**config.mk**
```make
export PLATFORM = sky130hd
export DESIGN_NAME = mem_access_unit
export DESIGN_NICKNAME = d
export VERILOG_FILES = /design/src/rtl/mem_access_unit_pkg.sv /design/src/rtl/mem_access_unit_lane_align.sv /design/src/rtl/mem_access_unit.sv
export SDC_FILE = /design/constraint.sdc
export NUM_CORES = 1
export LEC_CHECK = 0
export CAP_MARGIN = 15
export CORE_ASPECT_RATIO = 1.25
export CORE_MARGIN = 1
export CORE_UTILIZATION = 42
export DETAILED_ROUTE_END_ITERATION = 10
export PLACE_DENSITY = 0.82
export SETUP_SLACK_MARGIN = 0.1
export SLEW_MARGIN = 20
export SYNTH_ARGS = -nofsm -noshare
export SYNTH_HDL_FRONTEND = slang
export SYNTH_SLANG_ARGS = --single-unit
```
**constraint.sdc**
```tcl
create_clock -name clk_i -period 4.25 [get_ports clk_i]
set_clock_uncertainty 0.2 [all_clocks]
set_input_delay 0.85 -clock clk_i [delete_from_list [all_inputs] [get_ports clk_i]]
set_output_delay 0.85 -clock clk_i [all_outputs]
set_load 0.05 [all_outputs]
```
**src/rtl/mem_access_unit_pkg.sv**
```systemverilog
// Shared definitions for the MEM-stage access unit: access-size encodings, FSM
// states, data width and a lane-offset helper.
package mem_access_unit_pkg;

  localparam int unsigned DATA_W = 32;

  // req_size encoding; 2'b11 is decoded as a word access.
  typedef enum logic [1:0] {
    SzByte = 2'b00,
    SzHalf = 2'b01,
    SzWord = 2'b10
  } size_e;

  typedef enum logic {
    StIdle,
    StRmwWr
  } state_e;

  // Byte offset of the addressed lane with the low bits forced aligned for the
  // access size: halfwords use addr[1] only, words always start at lane 0.
  function automatic logic [1:0] align_off(input logic [1:0] size, input logic [1:0] addr_lo);
    logic [1:0] off;
    if (size == SzByte) begin
      off = addr_lo;
    end else if (size == SzHalf) begin
      off = {addr_lo[1], 1'b0};
    end else begin
      off = 2'b00;
    end
    return off;
  endfunction

endpackage

```
**src/rtl/mem_access_unit_lane_align.sv**
```systemverilog
// Lane alignment for the MEM stage (combinational).
//   extract: pulls the byte/half/word selected by off_i out of rdata_i and
//            zero- or sign-extends it (ext_o).
//   merge:   overlays the low bytes of wdata_i onto rdata_i at lane off_i, keeping
//            the untouched lanes from rdata_i (merge_o).
// Ports: size_i (access size), off_i (aligned byte offset), signed_i,
//        rdata_i (memory word), wdata_i (right-justified store data),
//        ext_o, merge_o.
module mem_access_unit_lane_align
  import mem_access_unit_pkg::*;
(
  input  logic [1:0]        size_i,
  input  logic [1:0]        off_i,
  input  logic              signed_i,
  input  logic [DATA_W-1:0] rdata_i,
  input  logic [DATA_W-1:0] wdata_i,
  output logic [DATA_W-1:0] ext_o,
  output logic [DATA_W-1:0] merge_o
);

  logic [7:0]  byte_sel;
  logic [15:0] half_sel;

  always_comb begin
    byte_sel = rdata_i[{off_i, 3'b000} +: 8];
    half_sel = off_i[1] ? rdata_i[31:16] : rdata_i[15:0];

    ext_o   = rdata_i;
    merge_o = rdata_i;
    case (size_i)
      SzByte: begin
        ext_o = {{24{signed_i & byte_sel[7]}}, byte_sel};
        merge_o[{off_i, 3'b000} +: 8] = wdata_i[7:0];
      end
      SzHalf: begin
        ext_o = {{16{signed_i & half_sel[15]}}, half_sel};
        merge_o[{off_i[1], 4'b0000} +: 16] = wdata_i[15:0];
      end
      default: begin
        ext_o   = rdata_i;
        merge_o = wdata_i;
      end
    endcase
  end

endmodule

```
**src/rtl/mem_access_unit.sv**
```systemverilog
// MEM-stage access controller between EX/MEM and a word-only, negedge-clocked
// data memory. Loads complete in one cycle; word stores write directly; byte and
// half stores do a read-modify-write over two cycles with a one-cycle stall.
// Optional build macro: MISALIGN_TRAP_EN -- misaligned half/word requests are
// suppressed and flagged on misalign_o instead of being forced aligned.
// Ports:
//   clk_i, rst_ni                 clock, asynchronous active-low reset
//   req_*_i                       memory request from EX/MEM
//   stall_o                       hold IF..EX/MEM this cycle
//   ld_valid_o, ld_data_o         registered load result toward MEM/WB
//   misalign_o                    registered one-cycle alignment fault
//   mem_read_o, mem_write_o, mem_addr_o, mem_din_o, mem_dout_i   data memory side
module mem_access_unit
  import mem_access_unit_pkg::*;
#(
  parameter int unsigned ADDR_W = 10,
  parameter int unsigned DATA_W = mem_access_unit_pkg::DATA_W
) (
  input  logic              clk_i,
  input  logic              rst_ni,
  input  logic              req_valid_i,
  input  logic              req_load_i,
  input  logic [1:0]        req_size_i,
  input  logic              req_signed_i,
  input  logic [31:0]       req_addr_i,
  input  logic [DATA_W-1:0] req_wdata_i,
  output logic              stall_o,
  output logic              ld_valid_o,
  output logic [DATA_W-1:0] ld_data_o,
  output logic              misalign_o,
  output logic              mem_read_o,
  output logic              mem_write_o,
  output logic [ADDR_W-1:0] mem_addr_o,
  output logic [DATA_W-1:0] mem_din_o,
  input  logic [DATA_W-1:0] mem_dout_i
);

  state_e            state_q, state_d;
  logic [ADDR_W-1:0] addr_q, addr_d;
  logic [1:0]        off_q, off_d;
  logic [1:0]        size_q, size_d;
  logic [DATA_W-1:0] wdata_q, wdata_d;
  logic              ld_valid_q, ld_valid_d;
  logic [DATA_W-1:0] ld_data_q, ld_data_d;
  logic              misalign_q, misalign_d;

  logic              misal;
  logic              sub_word;
  logic [1:0]        al_size;
  logic [1:0]        al_off;
  logic [DATA_W-1:0] ext_data;
  logic [DATA_W-1:0] merge_data;
  logic              read_raw, write_raw, stall_raw;

  // Upper address bits alias onto the memory.
  logic unused_addr;
  assign unused_addr = ^req_addr_i[31:ADDR_W+2];

  assign sub_word = ~req_size_i[1];

  always_comb begin
    misal = 1'b0;
`ifdef MISALIGN_TRAP_EN
    if (state_q == StIdle && req_valid_i) begin
      misal = (req_size_i == SzHalf && req_addr_i[0]) ||
              (req_size_i[1] && req_addr_i[1:0] != 2'b00);
    end
`endif
  end

  // The aligner serves the live request in IDLE and the latched store in RMW_WR.
  always_comb begin
    if (state_q == StRmwWr) begin
      al_size = size_q;
      al_off  = off_q;
    end else begin
      al_size = req_size_i;
      al_off  = align_off(req_size_i, req_addr_i[1:0]);
    end
  end

  mem_access_unit_lane_align u_lane_align (
    .size_i   (al_size),
    .off_i    (al_off),
    .signed_i (req_signed_i),
    .rdata_i  (mem_dout_i),
    .wdata_i  (wdata_q),
    .ext_o    (ext_data),
    .merge_o  (merge_data)
  );

  always_comb begin
    read_raw   = 1'b0;
    write_raw  = 1'b0;
    stall_raw  = 1'b0;
    mem_addr_o = req_addr_i[ADDR_W+1:2];
    mem_din_o  = req_wdata_i;

    state_d    = state_q;
    addr_d     = addr_q;
    off_d      = off_q;
    size_d     = size_q;
    wdata_d    = wdata_q;
    ld_valid_d = 1'b0;
    ld_data_d  = ld_data_q;
    misalign_d = misal;

    case (state_q)
      StIdle: begin
        if (req_valid_i && !misal) begin
          if (req_load_i) begin
            read_raw   = 1'b1;
            ld_valid_d = 1'b1;
            ld_data_d  = ext_data;
          end else if (!sub_word) begin
            write_raw = 1'b1;
          end else begin
            // Fetch the old word now, write the merged word next cycle.
            read_raw  = 1'b1;
            stall_raw = 1'b1;
            addr_d    = req_addr_i[ADDR_W+1:2];
            off_d     = al_off;
            size_d    = req_size_i;
            wdata_d   = req_wdata_i;
            state_d   = StRmwWr;
          end
        end
      end
      StRmwWr: begin
        write_raw  = 1'b1;
        mem_addr_o = addr_q;
        mem_din_o  = merge_data;
        state_d    = StIdle;
      end
      default: state_d = StIdle;
    endcase
  end

  // Gating by rst_ni keeps the strobes quiet while reset is held, even with a
  // request present upstream.
  assign mem_read_o  = read_raw & rst_ni;
  assign mem_write_o = write_raw & rst_ni;
  assign stall_o     = stall_raw & rst_ni;

  always_ff @(posedge clk_i or negedge rst_ni) begin
    if (!rst_ni) begin
      state_q    <= StIdle;
      addr_q     <= '0;
      off_q      <= '0;
      size_q     <= '0;
      wdata_q    <= '0;
      ld_valid_q <= 1'b0;
      ld_data_q  <= '0;
      misalign_q <= 1'b0;
    end else begin
      state_q    <= state_d;
      addr_q     <= addr_d;
      off_q      <= off_d;
      size_q     <= size_d;
      wdata_q    <= wdata_d;
      ld_valid_q <= ld_valid_d;
      ld_data_q  <= ld_data_d;
      misalign_q <= misalign_d;
    end
  end

  assign ld_valid_o = ld_valid_q;
  assign ld_data_o  = ld_data_q;
  assign misalign_o = misalign_q;

endmodule

```
==> results.md, run 1 <==
* Commonest cells after routing, fill and taps aside: clkdlybuf4s50_1, dfrtp_1, nand2_1
* Clk buf depth at 2
* Adder and majority gate portion of the synthesized area at 0.006062
* P per Cell Area at 406.0 nW/um^2
* CTS Buf Count at 9
* Count of flip-flops with a built-in enable after synthesis at 0
* Multi-input combinational cell area at 2485 sq um
* Deepest level of the CTS H-tree at 3
* Initial detailed-routing violation count at between 500 and 600
* Cell family with the largest share of critical-path delay: buffers and inverters
* Finished Core Util at 0.7047
* Number of iterations in the first detailed-routing pass at 5
* Count of final setup violators at 0
* VDD IR max at 0.0001985 V
* Global-route wire length before repair at between 20 and 25 mm
* I/O Buffers at 160
* Boundary Pins at roughly 180
* Top FF cell, synth: dfrtp_1
* Crit Path Category: input port to output port
* GRT Resource Usage Total at 0.2946
* Area share of the largest cell type after synthesis at 0.3819
* Synth Instances at 460
* Source-to-sink clock delay at the later pin of the worst-skew pair at 0.34 ns
* Dominant combinational cell family by area after synthesis: compound AO/OA/AOI/OAI gates
* Slew @ Worst Pin at 0.8297 ns
* Syn Std Cell Area at 4128 sq um
* Synth Area per Inst at around 9 sq um
* Cell variety after synth at 46
* CTS Root Buffer Type: clkbuf_16
* Min Clock Period, post-route at between 4 and 5 ns
* XOR/XNOR share of the synthesized area at 0
* Post-synthesis share of cell area spent on and, or, nand and nor gates at 0.1837
* Filler cell count in the final layout at 654
* Antenna violations before repair at 0
* Detail Route Antenna Nets at 0
* Critical Path AT at about 3 ns
* Ordered cell list for the critical path: dlygate4sd2_1, or4b_4, and2_4, buf_6, inv_4, ha_4, clkinvlp_4, a221oi_2, o22ai_2, buf_12
* Setup repair after global routing missed its margin: true
* Worst path depth at 10
* Leading post-synthesis cells by cell area: dfrtp_1, mux2_2, nand3_1, nand2_1, o21ai_0
* Element type at the critical path start: input port
* Crit-path slowest cell: or4b_4
* Cell type with the largest total area after synthesis: dfrtp_1
* Gp weighted congestion at 0.9168
* Number of max-slew violations in the final report at 0
* Footprint of the flip-flops and latches at 1578 sq um
* Residual DRC at 0
* Wirelength, routed at 14.99 mm
* Floorplan die area at 10230 sq um
* Critical path capture point type: output port
* Syn. warnings at 0
* Proportion of synthesized area in mux cells at 0.1591
* Share of cells above drive strength 1 at 0.2705
* Count of antenna diodes in the layout at 0
* Hold Path Depth at 2
* CTS sink count at 63
* CTS tree: done
* Maximum net fanout on the critical path at 8
* Clock slew at reported path FFs at 0.06 ns
* DP Worst Slack at -0.5296 ns
* Vias in the first global route at 4574
* Vias per cell at 6.099
* Fraction of the cycle the final worst path needs at 0.9713
* Crit path buf inv count at 5
* Total count of hold-check failures in the final report at 0
* Slowest stage delay, CP at between 0.5 and 0.6 ns
* Compound-Gate Fraction of Synth Area at 0.2043
* Reported max-cap violation count at 0
* Rows at 40
* Die extent in y at ~110 microns
* Most common cell after layout, fill and taps aside: clkdlybuf4s50_1
* Cells after DPL at approximately 730
* Worst min path class: flip-flop to flip-flop
* Layout area overhead at 63.20%
* Wire per inst at 20.07 microns
* Post-synthesis sequential element count at 63
* Core Footprint at 9559 sq um
* Smallest setup slack after layout at 0.1218 ns
* Overflow after GRT at 0
* Chip width at 90.67 microns
* Net total in the final layout at 721
* Relative slew slack at 0.4469
* Post-synthesis sequential area ratio at 0.3819
* FMAX at roughly 0.24 GHz
* Result of the run: completed
* Via count at 4556
* Largest net degree at the start of global routing at 65
* Worst reg-to-reg path cell count at 6
* Standby leakage power at between 2 and 3 nW
* Initial standard-cell utilization of the core at 0.4318
* Critical Path RT at around 3.2 ns
* Detailed-placement wirelength estimate at 10.77 mm
* Count of placed standard cells in the final layout, fillers left out at 747
* Fraction of registers with async set or reset after synthesis at 1.000
* Syn nets at 565
-- routing by layer --
metal	GRT usage	wire [microns]
met5	0	0
met2	0.4929	7361
met3	0.04839	1133
met1	0.3569	5755
met4	0.1742	738
-- sequential cells by signal (all words and copies together), names as in the netlist --
register	flops
addr_q	10
ld_data_o	32
ld_valid_o	1
off_q	2
size_q	1
state_q	1
wdata_q	16
-- final timing paths --
check                              start             to  slack [ns]
setup reg to reg                 state_q  ld_data_o[15]        1.11
setup / recovery           req_size_i[0]   mem_din_o[9]        0.12
hold reg to reg             ld_data_o[2]   ld_data_o[2]        0.29
hold / removal              ld_data_o[2]   ld_data_o[2]        0.29
max in group asynchronous         rst_ni        state_q        2.75
min in group asynchronous         rst_ni      addr_q[9]        0.53
-- power breakdown --
part	switching, mW	internal, mW
registers	0.0958	0.708
clock network	0.302	0.521
logic	0.642	0.468
total	1.04	1.70
-- cell usage after synthesis (4+ instances only) --
cell type   n
clkbuf_1   21
a222oi_1    4
a221o_1    16
buf_1       4
nand2_1    55
o21ai_0    40
o22ai_1    16
mux2i_1    15
a22oi_1     5
mux2_2     45
inv_1      20
dfrtp_1    63
nor2_1     10
a21oi_1    15
nor2b_1    20
and2_1      4
buf_2       7
nand3_1    43
and3_1      4
a221oi_1    9
-- cells by family (layout without fill, tap and decap cells) --
family                     after synthesis  in the layout
buffers and inverters                   60            221
other                                    1              1
AOI/OAI and AO/OA                      123            123
DFF                                     63             63
and+or+nand+nor                        151            151
adders and majority gates                2              2
muxes                                   60             60
-- layout make-up --
cell class                 count  share of cell area
multi-input combinational    337              0.3689
sequential                    63              0.2342
timing repair buffer         182              0.3115
tap                          126             0.02340
clock inverter                 7             0.01486
clock buffer                   9             0.03343
inverter                      23             0.01374
-- worst min-delay path, cell delays in order, from the launching register on --
cell     delay [ns]
dfrtp_1        0.34
nand2_1        0.05
o21ai_0        0.06
-- what timing repair did --
action,CTS,global route
setup endpoints to repair,32,26
hold buffers,0,0
gates cloned,0,0
buffers inserted,3,0
gates resized for setup,25,5
pin swaps,26,6
-- per-stage QoR --
| stage | setup TNS, ns | cell area, sq um | hold slack [ns] | power (mW) |
|---|---|---|---|---|
| after floorplan | 0 | 4218 | 0.2749 | 1.427 |
| after global placement | -6.344 | 6269 | 0.2644 | 1.851 |
| after detailed placement | -7.968 | 6269 | 0.2796 | 1.874 |
| after CTS | 0 | 6726 | 0.2927 | 2.710 |
| after global routing | 0 | 6736 | 0.3202 | 2.821 |
| final | 0 | 6736 | 0.2920 | 2.735 |
Power figures use the tool's default switching activity.
==> run 2: changes to the inputs <==
--- a/config.mk
+++ b/config.mk
@@ -10,7 +10,7 @@
 export CORE_MARGIN = 1
 export CORE_UTILIZATION = 42
 export DETAILED_ROUTE_END_ITERATION = 10
-export PLACE_DENSITY = 0.82
+export PLACE_DENSITY = 0.89
 export SETUP_SLACK_MARGIN = 0.1
 export SLEW_MARGIN = 20
 export SYNTH_ARGS = -nofsm -noshare
==> results.md, run 2 (synthesis gave the netlist of run 1 again) <==
* Result of the run: completed
* Element type at the critical path start: input port
* Switching component of the power at 1.029 mW
* Share of power burned in combinational logic at 0.405
* Switching share of total power at 0.3778
* VDD IR max at 0.0002384 V
* CTS Buf Count at 9
* Reported max-cap violation count at 0
* Wire per inst at 20.05 microns
* P per Cell Area at between 400 and 500 nW/um^2
* Setup repair after global routing missed its margin: false
* Relative slew slack at 0.4376
* Share of cells above drive strength 1 at 0.2697
* Smallest setup slack after layout at 0.1340 ns
* Min Clock Period, post-route at 4.116 ns
* Clock slew at reported path FFs at ~0.06 ns
* Reg power frac at 0.295
* Ordered cell list for the critical path: dlygate4sd2_1, or4b_4, and2_4, ha_4, nand4b_1, a21boi_2, buf_4, a221o_2, buf_12
* Fraction of the cycle the final worst path needs at 0.9685
* CTS sink count at 63
* Most common cell after layout, fill and taps aside: clkdlybuf4s50_1
* Residual DRC at 0
* Crit-path slowest cell: or4b_4
* CTS Root Buffer Type: clkbuf_16
* Initial detailed-routing violation count at 497
* Detail Route Antenna Nets at 0
* Count of final setup violators at 0
* Core Footprint at 9559 sq um
* Worst reg-to-reg path cell count at 6
* Count of placed standard cells in the final layout, fillers left out at 750
* CTS tree: done
* Gp weighted congestion at a little over 0.9
* Boundary Pins at 182
* DP Worst Slack at -0.2227 ns
* Source-to-sink clock delay at the later pin of the worst-skew pair at 0.33 ns
* Chip width at 90.67 microns
* Wirelength, routed at ~15 mm
* Critical path capture point type: output port
* Critical Path AT at between 3 and 4 ns
* Footprint of the flip-flops and latches at roughly 1600 sq um
* GRT Resource Usage Total at 0.2980
* Total count of hold-check failures in the final report at 0
* Number of max-slew violations in the final report at 0
* Layout area overhead at 62.96%
* Standby leakage power at between 2 and 3 nW
* I/O Buffers at 160
* Number of iterations in the first detailed-routing pass at 6
* Hold-fix buffer count after cts at 0
* Clk buf depth at 2
* Crit Path Category: input port to output port
* Critical Path RT at 3.20 ns
* Overflow after GRT at 0
* Multi-input combinational cell area at approximately 2500 sq um
* Pint at 1.695 mW
* Part of the power in the clock network at 0.300
* Slew @ Worst Pin at 0.8436 ns
* Detailed-placement wirelength estimate at 11.08 mm
* Cells after DPL at around 730
* Hold Path Depth at 2
* Net total in the final layout at between 700 and 800
* Largest net degree at the start of global routing at 65
* Filler cell count in the final layout at about 690
* Vias in the first global route at around 4600
* FMAX at 0.2430 GHz
* Maximum net fanout on the critical path at 4
* Slowest stage delay, CP at roughly 0.54 ns
* Initial standard-cell utilization of the core at 0.4318
* Vias per cell at 6.064
* Die extent in y at 112.8 microns
* Number of flip-flops in the largest register at 32
* Deepest level of the CTS H-tree at 3
* Antenna violations before repair at 1
* Commonest cells after routing, fill and taps aside: clkdlybuf4s50_1, dfrtp_1, nand2_1
* Via count at 4548
* Floorplan die area at 10230 sq um
* Global-route wire length before repair at 23.75 mm
* Rows at 40
* Worst min path class: flip-flop to flip-flop
==> run 2: cell types whose count changed in the layout (fill, tap and decap cells not counted), moves of 2 or more <==
cell / change
inv_2: +2
inv_6: -2
buf_6: -2
buf_4: +4
==> run 2: critical path: cells and delay by family <==
family,cells,cell delay [ns]
and+or+nand+nor,3,0.87
AOI/OAI and AO/OA,2,0.51
buffers and inverters,3,0.56
adders and majority gates,1,0.27
==> run 2: power groups by stage <==
stage	combinational (mW)	sequential [mW]	clock, mW
floorplan	0.472	0.956	0
global placement	1.06	0.796	0
detailed placement	1.08	0.803	0
CTS	1.10	0.799	0.828
global route	1.16	0.815	0.854
finish	1.10	0.804	0.817
==> run 2: final timing paths <==
kind	slack [ns]	startpoint	end
setup / recovery	0.13	req_size_i[0]	mem_din_o[0]
setup reg to reg	1.47	state_q	ld_data_o[15]
min in group asynchronous	0.52	rst_ni	addr_q[0]
max in group asynchronous	2.73	rst_ni	state_q
hold / removal	0.29	ld_data_o[27]	ld_data_o[27]
hold reg to reg	0.29	ld_data_o[27]	ld_data_o[27]
==> run 2: timing repair <==
| action | 4_1_cts | 5_1_grt |
|---|---|---|
| buffers inserted | 0 | 1 |
| gates resized for setup | 20 | 1 |
| hold endpoints to repair | 0 | 0 |
| pin swaps | 18 | 4 |
| endpoints found under the setup margin | 32 | 19 |
==> run 2: through the flow <==
step	setup TNS (ns)	cell area (sq um)	power, mW	util	hold WS [ns]
after floorplan	0	4218	1.427	-	0.2749
after global placement	-2.787	6299	1.853	0.6589	0.2650
after detailed placement	-3.517	6299	1.881	0.6589	0.2822
after CTS	0	6714	2.726	0.7024	0.2963
after global routing	0	6726	2.825	0.7037	0.3171
final	0	6726	2.724	0.7037	0.2910
==> run 2: metal layers <==
metal	track usage	vias up	part of all wire
li1	-	2007	-
met1	0.3452	2174	0.36
met2	0.5040	303	0.50
met3	0.06452	64	0.090
met4	0.1796	0	0.048
met5	0	-	0
==> run 2: layout make-up <==
| cell class | instances | area share |
|---|---|---|
| Multi-Input combinational cell | 337 | 0.3664 |
| Timing Repair Buffer | 184 | 0.3136 |
| Sequential cell | 63 | 0.2346 |
| Clock buffer | 9 | 0.03348 |
| Tap cell | 126 | 0.02344 |
| Clock inverter | 7 | 0.01525 |
| Inverter | 23 | 0.01283 |
| Antenna cell | 1 | 0.0003720 |
==> run 3: changes to the inputs <==
--- a/config.mk
+++ b/config.mk
@@ -11,6 +11,7 @@
 export CORE_UTILIZATION = 42
 export DETAILED_ROUTE_END_ITERATION = 10
 export PLACE_DENSITY = 0.89
+export REMOVE_ABC_BUFFERS = 1
 export SETUP_SLACK_MARGIN = 0.1
 export SLEW_MARGIN = 20
 export SYNTH_ARGS = -nofsm -noshare
==> results.md, run 3 (synthesis gave the netlist of run 1 again) <==
* Startpoint of the most critical register-to-register path: state_q
* Cell area reported after detailed placement at 6238 sq um
* Core Footprint at between 9000 and 10000 sq um
* Clock slew at reported path FFs at approximately 0.05 ns
* Hold Path Origin: ld_data_o[29]
* Slew @ Worst Pin at about 0.96 ns
* Count of final setup violators at 0
* Crit path buf inv count at 6
* Vias in the first global route at 4384
* Gp weighted congestion at 0.8988
* Initial standard-cell utilization of the core at 0.4318
* Critical path origin: req_size_i[0]
* Fraction of the cycle the final worst path needs at 0.9682
* I/O Buffers at 160
* Detail Route Antenna Nets at 0
* CTS tree: done
* Standby leakage power at 2.905 nW
* Largest net degree at the start of global routing at 63
* Reported max-cap violation count at 0
* Overflow after GRT at 0
* Worst hold slack across all endpoints at 0.2857 ns
* Hold-fix buffer count after cts at 0
* Min Clock Period, post-route at 4.115 ns
* Total non-filler cell area in the finished layout at 6797 sq um
* Crit Path Category: input port to output port
* Die extent in y at around 110 microns
* Antenna violations before repair at 0
* Setup repair after global routing missed its margin: true
* Result of the run: completed
* GRT Resource Usage Total at 0.2929
* Number of flip-flops in the largest register at 32
* Boundary Pins at between 150 and 200
* Critical Path AT at roughly 3 ns
* Commonest cells after routing, fill and taps aside: clkdlybuf4s50_1, dfrtp_1, nand2_1
* Relative slew slack at 0.3613
* Count of antenna diodes in the layout at 0
* Slowest stage delay, CP at around 0.52 ns
* Worst min path class: flip-flop to flip-flop
* Initial detailed-routing violation count at 345
* Total count of hold-check failures in the final report at 0
* Number of max-slew violations in the final report at 0
* Wire per inst at 19.88 microns
* Most common cell after layout, fill and taps aside: clkdlybuf4s50_1
* Chip width at 90.67 microns
* Detailed-placement wirelength estimate at 11.05 mm
* CTS Buf Count at 9
* Element type at the critical path start: input port
* Global-route wire length before repair at approximately 23 mm
* FMAX at 0.2430 GHz
* Layout area overhead at 64.66%
* Via count at 4498
* Source-to-sink clock delay at the later pin of the worst-skew pair at 0.34 ns
* VDD IR max at 0.0002359 V
* Summed negative setup slack over all endpoints at 0 ns
* Floorplan die area at 10230 sq um
* Maximum net fanout on the critical path at 5
* Critical Path RT at 3.20 ns
* Deepest level of the CTS H-tree at 3
* Residual DRC at 0
* Ordered cell list for the critical path: clkdlybuf4s15_2, or4b_4, and2_4, buf_4, inv_4, ha_4, clkinvlp_4, buf_6, a221oi_4, o22ai_2, buf_12
* P per Cell Area at 394.9 nW/um^2
* Crit-path slowest cell: or4b_4
* Vias per cell at between 5 and 6
* Clk buf depth at 2
* Critical path capture point type: output port
* Cell family with the largest share of critical-path delay: buffers and inverters
* Share of cells above drive strength 1 at 0.2544
* CTS Root Buffer Type: clkbuf_16
* Number of iterations in the first detailed-routing pass at 6
* Wirelength, routed at 15.01 mm
* CTS sink count at 63
* Net total in the final layout at 729
* Rows at 40
-- run 3: changes by cell type in the layout (fill, tap and decap cells not counted), sizes merged --
| cell | change |
|---|---|
| clkbuf | +5 |
| inv | -4 |
| buf | +6 |
| diode | -1 |
| dlygate4sd2 | -1 |
| dlymetal6s2s | -1 |
| clkdlybuf4s15 | +1 |
| bufinv | -1 |
| clkinvlp | +1 |
-- run 3: tightest hold or removal path, delay by kind of cell, from the launching register on --
kind,cells,cell delay [ns]
flops,1,0.33
simple gates,2,0.12
-- run 3: final cells by class --
cell class / count / area [sq um]
clock buffer: 13 / 270.3
clock inverter: 3 / 40.04
fill: 706 / 2763
inverter: 23 / 92.59
multi-input combinational: 337 / 2487
sequential: 63 / 1578
tap: 126 / 157.7
timing repair buffer: 190 / 2171
-- run 3: path summary, 6_finish.rpt --
path                       depth (start not counted)             to  slack (ns)
max reg2reg                                        6  ld_data_o[15]        1.05
min reg2reg                                        2  ld_data_o[29]        0.29
max in group asynchronous                          3        state_q        2.59
min in group asynchronous                          2   ld_data_o[4]        0.43
max                                               11  mem_din_o[15]        0.13
min                                                2  ld_data_o[29]        0.29
-- run 3: repair_timing --
item	4_1_cts	5_1_grt
endpoints found under the setup margin	32	22
buffers inserted	3	0
endpoints found under the hold margin	0	0
pin swaps	11	7
gates resized for setup	37	7
-- run 3: layer usage --
metal  part of all wire  global-route usage  up-vias
met5                  0                   0        -
met4              0.038              0.1376        0
met3              0.077             0.05981       56
met2               0.51              0.5056      271
met1               0.37              0.3485     2155
li1                   -                   -     2016
-- run 3: stage by stage --
| stage | setup slack (ns) | cells | util | total power, mW |
|---|---|---|---|---|
| after CTS | 0.1042 | 755 | 0.7076 | 2.669 |
| after global routing | 0.08503 | 755 | 0.7110 | 2.783 |
| after floorplan | -0.3676 | 423 | - | 1.393 |
| final | 0.1350 | 755 | 0.7110 | 2.684 |
| after detailed placement | -0.4533 | 736 | 0.6526 | 1.871 |
| after global placement | -0.4063 | 736 | 0.6526 | 1.840 |
-- run 3: where the power goes --
part | leakage (nW) | switching, mW | total, mW | internal (mW)
registers | 0.777 | 0.102 | 0.810 | 0.708
clock network | 0.156 | 0.261 | 0.761 | 0.499
logic | 1.97 | 0.637 | 1.11 | 0.476
total | 2.90 | 1.00 | 2.68 | 1.68
